===== config.mk =====
export PLATFORM = sky130hd
export DESIGN_NAME = rv_ctrl_fsm_hs
export DESIGN_NICKNAME = d
export VERILOG_FILES = /design/src/rtl/rv_ctrl_fsm_hs.sv
export SDC_FILE = /design/constraint.sdc
export NUM_CORES = 1
export LEC_CHECK = 0
export ABC_CLOCK_PERIOD_IN_PS = 2300
export CAP_MARGIN = 20
export CORE_MARGIN = 2
export CORE_UTILIZATION = 43
export CTS_CLUSTER_DIAMETER = 60
export DETAILED_ROUTE_END_ITERATION = 8
export PLACE_DENSITY = 0.8
export SYNTH_ARGS = -nofsm -noshare
export SYNTH_HDL_FRONTEND = slang
export SYNTH_SLANG_ARGS = --single-unit
export TNS_END_PERCENT = 1

===== constraint.sdc =====
create_clock -name clk -period 2.3 [get_ports clk]
set_clock_uncertainty 0.1 [all_clocks]
set_input_delay 0.345 -clock clk [delete_from_list [all_inputs] [get_ports clk]]
set_output_delay 0.345 -clock clk [all_outputs]
set_load 0.05 [all_outputs]

===== src/rtl/rv_ctrl_fsm_hs.sv =====
// Multicycle RV32I control FSM with memory request/ready handshake, per-access
// wait timeout, optional LUI/AUIPC decode and a sticky trap state.
module rv_ctrl_fsm_hs #(
  parameter int ALU_W       = 4,
  parameter int IMM_W       = 3,
  parameter int MEM_TIMEOUT = 16,
  parameter int UPPER_EN    = 1
) (
  input  logic             clk,
  input  logic             rst,
  input  logic [6:0]       opcode,
  input  logic [2:0]       funct3,
  input  logic [6:0]       funct7,
  input  logic             t_branch,
  input  logic             mem_ready,
  output logic             mem_req,
  output logic             mem_write,
  output logic             addrsrc_ctrl,
  output logic             pc_write,
  output logic             pc_write_ctrl,
  output logic             ir_write,
  output logic             mdr_write,
  output logic             reg_write,
  output logic [1:0]       regwrite_ctrl,
  output logic [IMM_W-1:0] imm_ctrl,
  output logic [ALU_W-1:0] alu_ctrl,
  output logic [1:0]       alu_in1_ctrl,
  output logic             alu_in2_ctrl,
  output logic             trap,
  output logic [1:0]       trap_cause,
  output logic [2:0]       state_o
);

  typedef enum logic [2:0] {
    S_IF   = 3'b000,
    S_ID   = 3'b001,
    S_EX   = 3'b010,
    S_MEM  = 3'b011,
    S_WB   = 3'b100,
    S_TRAP = 3'b101
  } state_t;

  localparam logic [6:0] OP_R      = 7'b0110011;
  localparam logic [6:0] OP_I      = 7'b0010011;
  localparam logic [6:0] OP_LOAD   = 7'b0000011;
  localparam logic [6:0] OP_STORE  = 7'b0100011;
  localparam logic [6:0] OP_JALR   = 7'b1100111;
  localparam logic [6:0] OP_JAL    = 7'b1101111;
  localparam logic [6:0] OP_LUI    = 7'b0110111;
  localparam logic [6:0] OP_AUIPC  = 7'b0010111;
  localparam logic [6:0] OP_BRANCH = 7'b1100011;

  localparam logic [IMM_W-1:0] IMM_I = IMM_W'(3'b000);
  localparam logic [IMM_W-1:0] IMM_S = IMM_W'(3'b001);
  localparam logic [IMM_W-1:0] IMM_B = IMM_W'(3'b011);
  localparam logic [IMM_W-1:0] IMM_J = IMM_W'(3'b100);
  localparam logic [IMM_W-1:0] IMM_U = IMM_W'(3'b101);

  localparam logic [1:0] CAUSE_ILLEGAL = 2'b01;
  localparam logic [1:0] CAUSE_TIMEOUT = 2'b10;

  localparam bit TIMEOUT_ON = (MEM_TIMEOUT > 0);
  localparam bit UPPER_ON   = (UPPER_EN != 0);
  localparam int CNT_W      = TIMEOUT_ON ? $clog2(MEM_TIMEOUT + 1) : 1;
  localparam logic [CNT_W-1:0] CNT_LIMIT = CNT_W'(TIMEOUT_ON ? MEM_TIMEOUT - 1 : 0);
  localparam logic [CNT_W-1:0] CNT_MAX   = '1;

  state_t           r_state;
  logic [CNT_W-1:0] r_wait_cnt;
  logic [1:0]       r_trap_cause;

  state_t           w_next;
  logic             w_mem_req, w_mem_write, w_addrsrc, w_pc_write, w_pc_write_ctrl;
  logic             w_ir_write, w_mdr_write, w_reg_write, w_alu_in2, w_trap;
  logic [1:0]       w_regwrite_ctrl, w_alu_in1;
  logic [IMM_W-1:0] w_imm;
  logic [ALU_W-1:0] w_alu;
  logic             w_illegal, w_cause_set, w_waiting, w_timeout;
  logic [1:0]       w_cause;

  assign w_waiting = ((r_state == S_IF) || (r_state == S_MEM)) && !mem_ready;
  assign w_timeout = TIMEOUT_ON && w_waiting && (r_wait_cnt == CNT_LIMIT);

  always_comb begin
    // NOTE: every combinational output gets a default first so no latch is inferred.
    w_next          = r_state;
    w_mem_req       = 1'b0;
    w_mem_write     = 1'b0;
    w_addrsrc       = 1'b0;
    w_pc_write      = 1'b0;
    w_pc_write_ctrl = 1'b0;
    w_ir_write      = 1'b0;
    w_mdr_write     = 1'b0;
    w_reg_write     = 1'b0;
    w_regwrite_ctrl = 2'b00;
    w_imm           = IMM_I;
    w_alu           = '0;
    w_alu_in1       = 2'b00;
    w_alu_in2       = 1'b0;
    w_trap          = 1'b0;
    w_illegal       = 1'b0;
    w_cause_set     = 1'b0;
    w_cause         = 2'b00;

    case (r_state)
      S_IF: begin
        w_mem_req  = 1'b1;
        w_ir_write = mem_ready;
        w_pc_write = mem_ready;
        if (mem_ready) w_next = S_ID;
      end
      S_ID: begin
        // Branch target PC + imm B is precomputed here for a taken branch in EX.
        w_alu_in1 = 2'b01;
        w_alu_in2 = 1'b1;
        w_imm     = IMM_B;
        w_next    = S_EX;
      end
      S_EX: begin
        w_next = S_WB;
        case (opcode)
          OP_R: w_alu = ALU_W'({funct7[5], funct3});
          OP_I: begin
            w_alu_in2 = 1'b1;
            w_alu     = ALU_W'({funct7[5] & (funct3 == 3'b101), funct3});
          end
          OP_LOAD, OP_STORE: begin
            w_alu_in2 = 1'b1;
            w_imm     = (opcode == OP_STORE) ? IMM_S : IMM_I;
            w_next    = S_MEM;
          end
          OP_JALR: w_alu_in2 = 1'b1;
          OP_JAL: begin
            w_alu_in1 = 2'b01;
            w_alu_in2 = 1'b1;
            w_imm     = IMM_J;
          end
          OP_LUI, OP_AUIPC: begin
            if (UPPER_ON) begin
              w_alu_in1 = (opcode == OP_LUI) ? 2'b10 : 2'b01;
              w_alu_in2 = 1'b1;
              w_imm     = IMM_U;
            end else begin
              w_illegal = 1'b1;
            end
          end
          OP_BRANCH: begin
            w_next = S_IF;
            case (funct3)
              3'b000:  w_alu = ALU_W'(4'b1010);
              3'b001:  w_alu = ALU_W'(4'b1011);
              3'b100:  w_alu = ALU_W'(4'b1100);
              3'b101:  w_alu = ALU_W'(4'b1101);
              3'b110:  w_alu = ALU_W'(4'b1110);
              3'b111:  w_alu = ALU_W'(4'b1111);
              default: w_illegal = 1'b1;
            endcase
            if (!w_illegal) begin
              w_pc_write      = t_branch;
              w_pc_write_ctrl = t_branch;
            end
          end
          default: w_illegal = 1'b1;
        endcase
        if (w_illegal) begin
          w_next      = S_TRAP;
          w_cause_set = 1'b1;
          w_cause     = CAUSE_ILLEGAL;
        end
      end
      S_MEM: begin
        w_mem_req = 1'b1;
        w_addrsrc = 1'b1;
        if (opcode == OP_STORE) begin
          w_mem_write = 1'b1;
          if (mem_ready) w_next = S_IF;
        end else begin
          w_mdr_write = mem_ready;
          if (mem_ready) w_next = S_WB;
        end
      end
      S_WB: begin
        w_reg_write = 1'b1;
        w_next      = S_IF;
        case (opcode)
          OP_LOAD: w_regwrite_ctrl = 2'b01;
          OP_JAL, OP_JALR: begin
            w_regwrite_ctrl = 2'b10;
            w_pc_write      = 1'b1;
            w_pc_write_ctrl = 1'b1;
          end
          default: w_regwrite_ctrl = 2'b00;
        endcase
      end
      S_TRAP:  w_trap = 1'b1;
      default: w_next = S_IF;
    endcase

    // A ready in the limit cycle has already moved w_next on, so it wins.
    if (w_timeout && !mem_ready) begin
      w_next      = S_TRAP;
      w_cause_set = 1'b1;
      w_cause     = CAUSE_TIMEOUT;
    end
  end

  // NOTE: sequential state is updated with non-blocking assignments only.
  always_ff @(posedge clk or negedge rst) begin
    if (!rst) begin
      r_state      <= S_IF;
      r_wait_cnt   <= '0;
      r_trap_cause <= 2'b00;
    end else begin
      r_state <= w_next;
      if (w_next != r_state)
        r_wait_cnt <= '0;
      else if (w_waiting && (r_wait_cnt != CNT_MAX))
        r_wait_cnt <= r_wait_cnt + CNT_W'(1);
      if (w_cause_set)
        r_trap_cause <= w_cause;
    end
  end

  // NOTE: outputs are gated by rst so they drop the moment reset asserts, not at the next edge.
  assign mem_req       = rst ? w_mem_req       : 1'b0;
  assign mem_write     = rst ? w_mem_write     : 1'b0;
  assign addrsrc_ctrl  = rst ? w_addrsrc       : 1'b0;
  assign pc_write      = rst ? w_pc_write      : 1'b0;
  assign pc_write_ctrl = rst ? w_pc_write_ctrl : 1'b0;
  assign ir_write      = rst ? w_ir_write      : 1'b0;
  assign mdr_write     = rst ? w_mdr_write     : 1'b0;
  assign reg_write     = rst ? w_reg_write     : 1'b0;
  assign regwrite_ctrl = rst ? w_regwrite_ctrl : 2'b00;
  assign imm_ctrl      = rst ? w_imm           : '0;
  assign alu_ctrl      = rst ? w_alu           : '0;
  assign alu_in1_ctrl  = rst ? w_alu_in1       : 2'b00;
  assign alu_in2_ctrl  = rst ? w_alu_in2       : 1'b0;
  assign trap          = rst ? w_trap          : 1'b0;
  assign trap_cause    = rst ? r_trap_cause    : 2'b00;
  assign state_o       = rst ? r_state         : 3'b000;

endmodule


-- After elaboration in Yosys (flattened, before gate mapping)
Cells that the tools add are included.
- flip-flop bits (word level): 10
- output and inout port bits: 26
- input port bits: 21
- bitwise logic cells: 1
- equality and inequality tests: 22
- reduce and logical (&&, ||, !) cells: 16
- add/subtract/negate cells: 1
- muxes and demuxes: 64
- operators with widths (cell ; number):
    2-to-1 mux 1 bit ; 33
    2-to-1 mux 3 bit ; 8
    case mux 4 bit (6 select lines) ; 1
    equality test 7 x 6 -> 1 bit (second input constant) ; 3
    equality test 7 bit (second input constant) ; 3
    equality test 3 bit (second input constant) ; 6
    case mux 3 bit (5 select lines) ; 1
    equality test 7 x 5 -> 1 bit (second input constant) ; 2
    2-to-1 mux 2 bit ; 6
    case mux 2 bit (2 select lines) ; 3
    case mux 3 bit (2 select lines) ; 2
    case mux 4 bit (3 select lines) ; 1
    2-to-1 mux 5 bit ; 2
    case mux 3 bit (3 select lines) ; 1
    2-to-1 mux 4 bit ; 2
    OR reduction 2 bit ; 4
    OR reduction 8 bit ; 1
    equality test 7 x 2 -> 1 bit (second input constant) ; 1
    OR reduction 7 bit ; 1
    equality test 3 x 1 -> 1 bit (second input constant) ; 2
    equality test 3 x 2 -> 1 bit (second input constant) ; 2
    zero test 3 bit ; 2
    case mux 1 bit (2 select lines) ; 3
    OR reduction 6 bit ; 1
    other kinds (10) ; 13

-- Logic depth before layout (Yosys ltp)
- depth after elaboration: 12
- gate-level depth with buffers: 6
- mapped depth without buffers: 6

-- Worst setup path before layout
No wires, ideal clock.
- kind: register -> output
- start point: register r_state[2]
- end point: output regwrite_ctrl[1]
- stages on the path, launching flop included: 5
- data arrival time: 1.987 ns
- path slack: -0.132 ns
- cells stage by stage: dfrtp_1 -> buf_2 -> inv_1 -> or3_1 -> nor3_1
- word-level cells in the longest chain between the ends: 3
- ends and longest elaborated chain (element ; RTL line ; RTL):
    start: declaration ; 68 ; state_t r_state;
    start signal: assignment ; 214 ; r_state <= w_next;
    equality test 3 bit ; 105 ; case (r_state)
    2-to-1 mux 2 bit ; 105 ;
    2-to-1 mux 2 bit ; 233 ; assign regwrite_ctrl = rst ? w_regwrite_ctrl : 2'b00;
    end: declaration ; 24 ; output logic [1:0] regwrite_ctrl,
No other way between the ends.

-- Worst setup path after layout
- start point: input rst
- end point: output alu_ctrl[0]
- word-level cells in the longest chain between the ends: 1
- ends and longest elaborated chain (element ; RTL line ; RTL):
    start: declaration ; 10 ; input logic rst,
    2-to-1 mux 4 bit ; 235 ; assign alu_ctrl = rst ? w_alu : '0;
    end: declaration ; 26 ; output logic [ALU_W-1:0] alu_ctrl,
No other way between the ends.

==> impl_metrics.toml <==
[status]
status = "finished, final reports clean"

[floorplanning]
rows = 18
core_area_um2 = 2500
die_area_um2 = 3100
dieWidth_um = 55.7
die_y_um = 55.7
io_pins = 47
initial_core_util_pct = 45.9

[clock_network]
path_clk_slew_ns = 0.08
numCtsBuffers = 3
clock-sinks = 10
cts_tree = "done"
root_buffer = "clkbuf_4"
clk_latency_ns = 0.27
ctsHoldBuffers = 0
htreeDepth = 1
cts.path.max_buffers = 2

[run]
cap_viol_max_count = 0

[power_and_ir_drop]
ir_drop_mv = 0.305
p_per_area_nw_per_um2 = 230
power_uw = 494
p_leak_uw = 0.000909

[drt]
wirelength_um = 4380
drt-initial-drc-count = 62
drc = 0
wl_per_cell_um = 18.7
drt_pre_antenna_iters = 4
drt-vias-per-instance = 6.07
vias = 1420
ant_nets = 0

[sta]
final.period_utilization_pct = 99.7
maxSlewViolCount = 0
max_freq_mhz = 436
finalHoldViolCount = 0
slew_headroom_pct = 72.1
rsz0062_at_grt = "yes"
tightest_slew_ns = 0.418
period_needed_ns = 2.29
setup_viol = 0

[synth]
syn_nets = 162
yosys_warnings = 0
synth_top_flop_cell = "dfrtp_1"
synthArstFlopShare_pct = 100
synth_cell_types = 51
synth.avg_cell_area_um2 = 8.50
ys_ff_latch = 10
ys_seq_area_share_pct = 21.8
synthCells = 135
syn_area_um2 = 1150
synth-edff-count = 0

[critical_path]
cp_data_required_time_ns = 1.86
crit_type = "in2out"
worstPathMaxFanout = 3
cpPeakStageDelay_ns = 0.52
path_cells = "clkdlybuf4s50_1, buf_4, nand4bb_4, a21oi_1, nand2_1, nor3b_2, buf_12"
end_kind = "output port"
crit_path_start_kind = "input pin"
worstPathArrival_ns = 1.85
slowest_stage = "clkdlybuf4s50_1"

[layout]
fin_nets = 232
drive_above_1_share_pct = 46.1
layout.cells.non_filler = 234
insertedDiodeCount = 0
area_growth_pct = 87.5
fin_util_pct = 86.0

[hold_path]
worstHoldPathType = "reg2reg"

[place]
dp.final_hpwl_um = 2990
gp_congestion = 0.840
dp.cells = 228
port_buffers = 40

[global_route]
grt_pass1_wl_um = 6880
grt_start_max_net_pins = 13
antenna_found_initial = 0
grt_pass1_vias = 1429
grt.overflow.total = 0
grt_usage_pct = 27.3
-- critical path, delay by kind of cell --
kind,cells,cell delay (ns)
buffers and inverters,3,0.83
and+or+nand+nor,3,0.52
AOI/OAI and AO/OA,1,0.15
-- logic make-up (layout without fill, tap and decap cells) --
| kind of cell | Yosys count | in the layout | share of synthesized area (%) |
|---|---|---|---|
| and+or+nand+nor | 66 | 66 | 40.7 |
| buffers and inverters | 14 | 83 | 5.23 |
| adders and majority gates | 6 | 6 | 6.54 |
| DFF | 10 | 10 | 21.8 |
| xor gates and xnor gates | 5 | 5 | 4.47 |
| AOI/OAI and AO/OA | 33 | 33 | 20.4 |
| muxes | 1 | 1 | 0.872 |
-- state kept, by name (all words and copies together) (netlist names) --
signal	cells
r_wait_cnt	5
r_state	3
r_trap_cause	2
-- per-layer routing --
metal | vias to the layer above | global-route usage (%) | share of wire [%]
met1 | 690 | 28.3 | 35
met4 | 0 | 8.36 | 2.9
met2 | 80 | 56.0 | 56
met3 | 21 | 2.79 | 6.2
met5 | - | 0 | 0
li1 | 629 | - | -
-- Yosys cell counts, drive strengths merged (2+ instances only) --
master / number / area, um^2
o21ai: 8 / 43.8
nand3: 3 / 15.0
or2b: 2 / 18.8
nand4: 2 / 12.5
inv: 10 / 37.5
and3: 4 / 25.0
nand2: 11 / 41.3
a21oi: 11 / 55.1
nor2b: 2 / 12.5
xor2: 2 / 25.0
buf: 4 / 22.5
and2: 6 / 37.5
nor4: 3 / 37.5
a211oi: 2 / 20.0
ha: 6 / 75.1
nand2b: 3 / 18.8
nor2: 12 / 45.0
xnor2: 3 / 26.3
dfrtp: 10 / 250
nand3b: 4 / 55.1
nor3: 6 / 51.3
-- worst paths after layout --
kind / from / end / slack (ns) / depth (start not counted)
max reg2reg: r_wait_cnt[0] / r_wait_cnt[1] / 0.36 / 6
min: r_trap_cause[0] / r_trap_cause[0] / 0.40 / 1
max in group asynchronous: rst / r_wait_cnt[1] / 1.51 / 3
min in group asynchronous: rst / r_state[0] / 0.43 / 3
max: rst / alu_ctrl[0] / 0.006 / 7
min reg2reg: r_trap_cause[0] / r_trap_cause[0] / 0.40 / 1
-- layout by cell type, fill, tap and decap left out, types with 5 or more instances in the layout --
cell	Yosys	final
and2_1	6	6
a21oi_1	11	7
dfrtp_1	10	7
buf_4	1	29
nor2_1	12	11
clkdlybuf4s50_1	0	5
buf_12	0	26
inv_1	10	8
nand2_1	11	11
ha_1	6	5
dlygate4sd2_1	0	7
-- timing repair --
| item | in CTS | in global routing |
|---|---|---|
| pin swaps | 4 | 2 |
| resized for setup | 21 | 8 |
| setup endpoints to repair | 14 | 12 |
| buffers inserted | 2 | 0 |
-- stage by stage --
step	area, um^2	hold WS, ns	setup TNS, ns	setup slack, ns
finish	2150	0.396	0	0.00625
detailed placement	2030	0.382	-1.69	-0.259
floorplan	1150	-0.0506	-0.153	-0.0530
CTS	2130	0.398	0	0.0178
global placement	2030	0.369	-0.758	-0.165
global route	2150	0.424	-0.189	-0.0547
-- report_power, final --
part           switching [uW]  internal [uW]  leakage (uW)
Clock                    64.2           96.1     0.0000210
Combinational            78.0           73.0      0.000773
Sequential               3.17            180      0.000115
-- final cells by class --
| type | count | area (um^2) |
|---|---|---|
| clock buffers | 4 | 36.3 |
| fillers | 128 | 349 |
| inverters | 10 | 37.5 |
| multi-input cells | 111 | 913 |
| flip-flops and latches | 10 | 254 |
| well taps | 30 | 37.5 |
| repair buffers | 69 | 872 |
(Power assumes the default switching activity.)
